==> src/rtl/mdio_master.sv <==
// Clause-22 MDIO master. Serialises one register read or write per command on MDC/MDIO
// and returns a single-cycle completion.
module mdio_master #(
   parameter int unsigned CLK_DIV       = 25,
   parameter int unsigned PREAMBLE_BITS = 32
) (
   input  logic        clock,
   input  logic        reset,
   input  logic        cmd_valid,
   output logic        cmd_ready,
   input  logic        cmd_write,
   input  logic [4:0]  cmd_phy_addr,
   input  logic [4:0]  cmd_reg_addr,
   input  logic [15:0] cmd_wdata,
   output logic        rsp_valid,
   output logic [15:0] rsp_rdata,
   output logic        rsp_error,
   output logic        eth_mdc,
   output logic        eth_mdio_o,
   output logic        eth_mdio_t,
   input  logic        eth_mdio_i
);
   localparam int unsigned BIT_CLKS = 2 * CLK_DIV;
   localparam int unsigned DIV_W    = $clog2(BIT_CLKS);
   localparam int unsigned CNT_W    = 5;

   typedef enum logic [2:0] {ST_IDLE, ST_PRE, ST_HDR, ST_TA, ST_DATA, ST_TAIL} state_t;

   state_t           r_state;
   logic [CNT_W-1:0] r_cnt;
   logic [DIV_W-1:0] r_div;
   logic             r_ready;
   logic             r_rsp_valid;
   logic [15:0]      r_rsp_rdata;
   logic             r_rsp_error;
   logic             r_mdc;
   logic             r_mdio_o;
   logic             r_mdio_t;
   logic             r_write;
   logic [4:0]       r_phy;
   logic [4:0]       r_reg;
   logic [15:0]      r_wdata;
   logic [1:0]       r_sync;
   logic [15:0]      r_rd_shift;
   logic             r_ta_err;

   logic [13:0]      w_hdr;
   logic             w_accept;
   logic             w_bit_end;
   logic             w_rsp_due;
   state_t           w_nstate;
   logic [CNT_W-1:0] w_ncnt;
   logic             w_nbit_o;
   logic             w_nbit_t;

   assign cmd_ready  = r_ready;
   assign rsp_valid  = r_rsp_valid;
   assign rsp_rdata  = r_rsp_rdata;
   assign rsp_error  = r_rsp_error;
   assign eth_mdc    = r_mdc;
   assign eth_mdio_o = r_mdio_o;
   assign eth_mdio_t = r_mdio_t;

   // ST is always 01, so bit 13 is a constant 0 even before the new command is latched
   assign w_hdr     = {2'b01, (r_write ? 2'b01 : 2'b10), r_phy, r_reg};
   assign w_accept  = cmd_valid && r_ready;
   assign w_bit_end = (r_div == DIV_W'(BIT_CLKS - 1));
   assign w_rsp_due = (r_state == ST_TAIL) && (r_div == DIV_W'(BIT_CLKS - 2));

   // Successor bit position; IDLE and TAIL both lead to the start of a new frame
   always_comb begin
      w_nstate = ST_IDLE;
      w_ncnt   = '0;
      case (r_state)
         ST_PRE: begin
            if (r_cnt == '0) begin
               w_nstate = ST_HDR;
               w_ncnt   = CNT_W'(13);
            end else begin
               w_nstate = ST_PRE;
               w_ncnt   = r_cnt - CNT_W'(1);
            end
         end
         ST_HDR: begin
            w_nstate = (r_cnt == '0) ? ST_TA : ST_HDR;
            w_ncnt   = (r_cnt == '0) ? CNT_W'(1) : r_cnt - CNT_W'(1);
         end
         ST_TA: begin
            w_nstate = (r_cnt == '0) ? ST_DATA : ST_TA;
            w_ncnt   = (r_cnt == '0) ? CNT_W'(15) : r_cnt - CNT_W'(1);
         end
         ST_DATA: begin
            w_nstate = (r_cnt == '0) ? ST_TAIL : ST_DATA;
            w_ncnt   = (r_cnt == '0) ? '0 : r_cnt - CNT_W'(1);
         end
         default: begin
            if (PREAMBLE_BITS != 0) begin
               w_nstate = ST_PRE;
               w_ncnt   = CNT_W'(PREAMBLE_BITS - 1);
            end else begin
               w_nstate = ST_HDR;
               w_ncnt   = CNT_W'(13);
            end
         end
      endcase
   end

   // Line value for the successor bit; read TA/data and TAIL leave the line released
   always_comb begin
      w_nbit_o = 1'b1;
      w_nbit_t = 1'b1;
      case (w_nstate)
         ST_PRE:  w_nbit_t = 1'b0;
         ST_HDR: begin
            w_nbit_o = w_hdr[w_ncnt[3:0]];
            w_nbit_t = 1'b0;
         end
         ST_TA: begin
            if (r_write) begin
               w_nbit_o = w_ncnt[0];
               w_nbit_t = 1'b0;
            end
         end
         ST_DATA: begin
            if (r_write) begin
               w_nbit_o = r_wdata[w_ncnt[3:0]];
               w_nbit_t = 1'b0;
            end
         end
         default: ;
      endcase
   end

   always_ff @(posedge clock) begin
      r_sync <= {r_sync[0], eth_mdio_i};
      if (reset) begin
         r_state     <= ST_IDLE;
         r_cnt       <= '0;
         r_div       <= '0;
         r_ready     <= 1'b1;
         r_rsp_valid <= 1'b0;
         r_rsp_rdata <= '0;
         r_rsp_error <= 1'b0;
         r_mdc       <= 1'b0;
         r_mdio_o    <= 1'b1;
         r_mdio_t    <= 1'b1;
         r_write     <= 1'b0;
         r_phy       <= '0;
         r_reg       <= '0;
         r_wdata     <= '0;
         r_rd_shift  <= '0;
         r_ta_err    <= 1'b0;
      end else begin
         r_rsp_valid <= 1'b0;
         if (w_accept) begin
            r_write  <= cmd_write;
            r_phy    <= cmd_phy_addr;
            r_reg    <= cmd_reg_addr;
            r_wdata  <= cmd_wdata;
            r_state  <= w_nstate;
            r_cnt    <= w_ncnt;
            r_div    <= '0;
            r_mdc    <= 1'b0;
            r_mdio_o <= w_nbit_o;
            r_mdio_t <= w_nbit_t;
            r_ready  <= 1'b0;
            r_ta_err <= 1'b0;
         end else if (r_state != ST_IDLE) begin
            if (w_bit_end) begin
               // Last clock of the MDC-high phase: sample the read line, then move to the next bit
               r_div <= '0;
               r_mdc <= 1'b0;
               if (!r_write && (r_state == ST_TA) && (r_cnt == '0))
                  r_ta_err <= r_sync[1];
               if (!r_write && (r_state == ST_DATA))
                  r_rd_shift <= {r_rd_shift[14:0], r_sync[1]};
               if (r_state == ST_TAIL) begin
                  r_state  <= ST_IDLE;
                  r_mdio_o <= 1'b1;
                  r_mdio_t <= 1'b1;
               end else begin
                  r_state  <= w_nstate;
                  r_cnt    <= w_ncnt;
                  r_mdio_o <= w_nbit_o;
                  r_mdio_t <= w_nbit_t;
               end
            end else begin
               r_div <= r_div + DIV_W'(1);
               r_mdc <= ((r_div + DIV_W'(1)) >= DIV_W'(CLK_DIV));
               if (w_rsp_due) begin
                  r_ready     <= 1'b1;
                  r_rsp_valid <= 1'b1;
                  r_rsp_rdata <= r_write ? 16'h0000 : (r_ta_err ? 16'hFFFF : r_rd_shift);
                  r_rsp_error <= !r_write && r_ta_err;
               end
            end
         end
      end
   end

endmodule
==> config.mk <==
export PLATFORM = sky130hd
export DESIGN_NAME = mdio_master
export DESIGN_NICKNAME = d
export VERILOG_FILES = /design/src/rtl/mdio_master.sv
export SDC_FILE = /design/constraint.sdc
export NUM_CORES = 1
export LEC_CHECK = 0
export BUFFER_PORTS_ARGS = -buffer_cell sky130_fd_sc_hd__buf_2
export CAP_MARGIN = 20
export CORE_ASPECT_RATIO = 0.75
export CORE_MARGIN = 4
export CORE_UTILIZATION = 45
export DETAILED_ROUTE_END_ITERATION = 16
export HOLD_SLACK_MARGIN = 0.12
export PLACE_DENSITY = 0.65
export SLEW_MARGIN = 20
export SYNTH_ARGS = -nofsm -noshare
export SYNTH_HDL_FRONTEND = slang
export SYNTH_SLANG_ARGS = --single-unit
==> constraint.sdc <==
create_clock -name clock -period 3.6 [get_ports clock]
set_clock_uncertainty 0.05 [all_clocks]
set_input_delay 0.18 -clock clock [delete_from_list [all_inputs] [get_ports clock]]
set_output_delay 0.18 -clock clock [all_outputs]
set_load 0.01 [all_outputs]
Word-level counts from Yosys, hierarchy flattened
Cells that the tools add are included.

Register bits: 82. Bits of input ports: 31.

$add $sub $neg: 2. Magnitude comparators: 2. Equal/unequal tests: 13. Multiplexer cells: 45. Bitwise gates (word level): 3. Reductions and logical operators: 22.

Operator list (number): 2-to-1 mux 5 bit (8); 2-to-1 mux 16 bit (2); 2-to-1 mux 1 bit (21); one-hot mux 5 bit (4 select lines) (1); 2-to-1 mux 3 bit (5); == test 3 x 2 -> 1 bit (second input constant) (4); == test 6 bit (second input constant) (2); one-hot mux 3 bit (4 select lines) (1); == test 3 bit (second input constant) (3); AND reduction 3 bit (3); binary-select mux 1 bit (select 4 bit) (2); AND reduction 4 bit (2); adder 6 x 1 -> 6 bit (second input constant) (1); == test 3 x 1 -> 1 bit (second input constant) (2); greater-or-equal comparator 6 x 5 -> 1 bit (second input constant) (1); logical AND 1 bit (6); 2-to-1 mux 6 bit (1); nonzero test 2 bit (3); OR reduction 2 bit (3); zero test 5 bit (1); < comparator 4 x 5 -> 1 bit (second input constant) (1); subtractor 5 x 1 -> 5 bit (second input constant) (1); 2-to-1 mux 2 bit (2); != test 2 bit (second input constant) (2); other kinds (7) (9).

Logic depth before layout (Yosys ltp)
Word-level depth: 11. Depth in mapped cells: 13. Mapped depth without buffers: 12.

Least setup slack after synthesis
Ideal clock, no wire load.

Path type: register to register. Start: reg r_cnt[0]. End: reg r_mdio_o, in the netlist eth_mdio_o. Arrival time: 2585 ps. Slack: 905 ps. Cell stages (with the launch flop): 13. Buffers on the path: 0. Period minus slack after synthesis: 2695 ps. Cell sequence: dfxtp_1 > inv_1 > ha_1 > nor4b_4 > or4_1 > and2_1 > inv_1 > ha_1 > nor3b_1 > a311oi_1 > o21a_1 > o41ai_1 > o41a_1.

Cells in the longest elaborated chain, start to end: 11.

Ends and longest elaborated chain: start: declaration (line 30) `logic [CNT_W-1:0] r_cnt;`; start signal: assignment (line 161) `r_cnt <= w_ncnt;`; start signal: assignment (line 183) `r_cnt <= w_ncnt;`; subtractor 5 x 1 -> 5 bit / zero test 5 bit (equally long branches); 2-to-1 mux 5 bit, on equally long branches; one-hot mux 5 bit (4 select lines) (line 74) `case (r_state)`; binary-select mux 1 bit (select 4 bit) (line 126) `w_nbit_o = r_wdata[w_ncnt[3:0]];`; 2-to-1 mux 1 bit (implied by the code) (line 126); 2-to-1 mux 1 bit (line 125) `if (r_write) begin`; one-hot mux 1 bit (3 select lines) * (line 112) `case (w_nstate)`; 2-to-1 mux 1 bit (line 177) `if (r_state == ST_TAIL) begin`; 2-to-1 mux 1 bit (line 169) `if (w_bit_end) begin`; 2-to-1 mux 1 bit (line 168) `end else if (r_state != ST_IDLE) begin`; 2-to-1 mux 1 bit * (line 155) `if (w_accept) begin`; end signal: assignment (line 164) `r_mdio_o <= w_nbit_o;`; end signal: assignment (line 184) `r_mdio_o <= w_nbit_o;`; end: declaration (line 37) `logic r_mdio_o;`.

Mark *: on every way between the ends. The rest lies on a longest branch, timed or not. The select of a mux whose other input is x is not followed. A chain may end at the register's enable or synchronous reset.

Worst setup path after layout
Ends and elaborated chain as after synthesis.

==> flow_summary_export.csv <==
group,metric,value,unit
outcome,status,"complete, no violations",
cts,cts-root-buf,"clkbuf_8",
setup_path,worst_r2r_path_depth,10,
setup_path,crit_required,3.80,ns
cells_and_area,synthToLayoutAreaGrowth,22.4,%
die,core_area,7950,um^2
synthesis,yosysWarnings,0,
setup_path,critPathBufInv,1,
placed_design,hpwl,6.04,mm
synthesis,syn_avg_cell_area,7.52,um^2
synthesis,async_reset_ff_share,0,%
setup_path,path_max_fanout,12,
timing,post-route-period-util,90.6,%
cells_and_area,layout_common_cells,"nand2_1 (131), dfxtp_1 (82), a21oi_1 (59), buf_2 (52), nor2_1 (37)",
global_routing,grt_overflow_total,0,
cells_and_area,fin_util,56.8,%
setup_path,rr_startpoint,"r_cnt[0]",
cts,insertion_delay,0.36,ns
power_and_ir_drop,p_total,1.88,mW
detailed_routing,vias,3500,
timing,tns,0,ns
timing,slew_headroom,47.1,%
cells_and_area,diodes,0,
detailed_routing,drc,0,
worst_hold_path,holdPathEnd,"r_rd_shift[4]",
detailed_routing,via_per_inst,5.25,
detailed_routing,finalWirelength,9.01,mm
cells_and_area,stdcell_area,4520,um^2
cts,path_clk_slew,0.08,ns
timing,finalHoldViolations,0,
power_and_ir_drop,peakVddDrop,0.267,mV
power_and_ir_drop,power-per-cell-area,416,nW/um^2
synthesis,synth_seq_cells,82,
die,die_w,113,um
synthesis,synth_top_area_share,44.4,%
timing,slew_viol_final,0,
synthesis,synth-seq-area-share,44.4,%
setup_path,worstPathArrival,3.46,ns
die,rows,28,
cts,numCtsBuffers,9,
setup_path,start_kind,"register",
placed_design,dpl_cell_area,4010,um^2
setup_path,cpMostUsedCell,"a31oi_1",
worst_hold_path,min_from,"reset",
synthesis,synth-main-ff-cell,"dfxtp_1",
setup_path,r2r_end,"eth_mdio_o",
timing,worst_pin_slew,0.785,ns
cts,cts.sinks,82,
die,start_util,46.4,%
synthesis,synth-edff-count,0,
setup_path,crit_type,"reg -> reg",
setup_path,cp-end-kind,"register",
die,ios,53,
setup_path,rrSetupSlack,0.34,ns
global_routing,grt_usage,19.8,%
cts,htreeDepth,3,
setup_path,max_stage_delay,0.52,ns
detailed_routing,wl_per_cell,13.5,um
synthesis,synth_area_leaders,"dfxtp_1 (44%), nand2_1 (13%), a21oi_1 (8.0%)",
timing,hold_ws,0.180,ns
synthesis,ys_types,52,
detailed_routing,drt-pass1-iter-count,6,
setup_path,critPathTopFamily,"compound AO/OA/AOI/OAI gates",
cells_and_area,final_common_cell,"nand2_1",
detailed_routing,initialDrtViolationCount,283,
placed_design,io_buffers,52,
detailed_routing,ant_nets,0,
global_routing,grt_max_degree,61,
timing,max_freq,0.307,GHz
setup_path,path_cells,"inv_1, ha_1, nor4b_4, mux2i_1, or2_1, a2111oi_2, a31oi_1, a31oi_1, o41ai_1, o41a_1",
cells_and_area,finalNetCount,594,
global_routing,grt_pass1_wl,15.7,mm
timing,rsz0062_at_grt,"no",
worst_hold_path,holdPathStages,2,
timing,setup_viol,0,
flow_run,maxCapViolCount,0,
synthesis,synth_top_area_cell,"dfxtp_1",
die,dieArea,9740,um^2
synthesis,syn_area,3690,um^2
setup_path,crit_path_top_delay_cell,"nor4b_4",
cts,clockBufferDepth,2,
die,die_y,86.5,um
power_and_ir_drop,p_leak,1.68,nW
global_routing,grt_antenna_before_repair,0,
synthesis,syn_inst,491,
global_routing,first_global_vias,3242,
cells_and_area,layout-drive-gt1-share,14.6,%
worst_hold_path,hold_class,"in -> reg",
placed_design,place_congestion,0.874,
synthesis,synth_nets,528,
timing,min_period,3.26,ns
cts,cts_tree,"done",
cells_and_area,fillers,756,
[worst max path at each step]
stage              from         end  cells after the start
6_report       r_cnt[0]  eth_mdio_o                     10
5_1_grt        r_cnt[0]  eth_mdio_o                     10
4_1_cts        r_cnt[0]  eth_mdio_o                     10
3_5_place_dp   r_cnt[0]  eth_mdio_o                     10
3_3_place_gp   r_cnt[0]  eth_mdio_o                     10
2_1_floorplan  r_cnt[0]  eth_mdio_o                     12
[what timing repair did]
action,CTS,global route
gates resized for setup,0,1
endpoints found under the setup margin,0,1
setup buffers,0,0
hold buffers,29,0
hold endpoints to repair,29,0
[cells by family (layout without fill, tap and decap cells)]
kind of cell             count (synthesis)  after routing  synth area share [%]
multiplexers                             2              2                 0.542
AND/OR/NAND/NOR                        221            221                  26.5
adder cells (fa/ha/maj)                  6              6                  2.03
buffers and inverters                   45            116                  4.71
AO/OA/AOI/OAI                          127            127                  19.9
XOR/XNOR                                 8              8                  1.90
flip-flops                              82             82                  44.4
[metrics by stage]
stage,setup WS [ns],std cells
after global routing,0.0637,667
after global placement,0.403,621
after floorplan,0.905,491
after CTS,0.281,666
final,0.338,667
after detailed placement,0.296,621
[power breakdown]
part	switching [mW]	total (mW)	internal, mW
Clock	0.341	0.667	0.326
Sequential	0.0262	0.961	0.935
Combinational	0.149	0.253	0.104
Total	0.516	1.88	1.36
[synthesized netlist by cell type (3+ instances only)]
library cell / count
nor2b_1: 3
nand3_1: 8
inv_1: 12
dfxtp_1: 82
ha_1: 6
xor2_1: 4
nand2_1: 131
nor3b_1: 4
or3_1: 5
a211oi_1: 6
buf_2: 4
xnor2_1: 4
nor2_1: 37
a31oi_1: 6
nand2b_1: 5
nor3_1: 9
a21oi_1: 59
clkbuf_1: 27
o21ai_0: 33
[final cells by class]
cell class                      instances  area [um^2]  share of cell area, %
Inverter                               12         45.0                  0.996
Multi-Input combinational cell        364         1890                   41.8
Timing Repair Buffer                   88          616                   13.6
Sequential cell                        82         1640                   36.3
Clock buffer                           11          131                   2.91
Clock inverter                          5         63.8                   1.41
Tap cell                              105          131                   2.91
[layer usage]
| layer | share of wire [%] | vias up | GRT usage (%) |
|---|---|---|---|
| li1 | - | 1801 | - |
| met1 | 50 | 1582 | 28.1 |
| met2 | 43 | 109 | 29.4 |
| met3 | 6.0 | 8 | 5.37 |
| met4 | 0.94 | 0 | 5.90 |
| met5 | 0 | - | 0 |
[worst reg2reg max path: stages, from the launching register on]
cell	delay, ns
dfxtp_1	0.36
inv_1	0.18
ha_1	0.22
nor4b_4	0.52
mux2i_1	0.35
or2_1	0.43
a2111oi_2	0.40
a31oi_1	0.08
a31oi_1	0.18
o41ai_1	0.08
o41a_1	0.31
(Power assumes the default switching activity.)
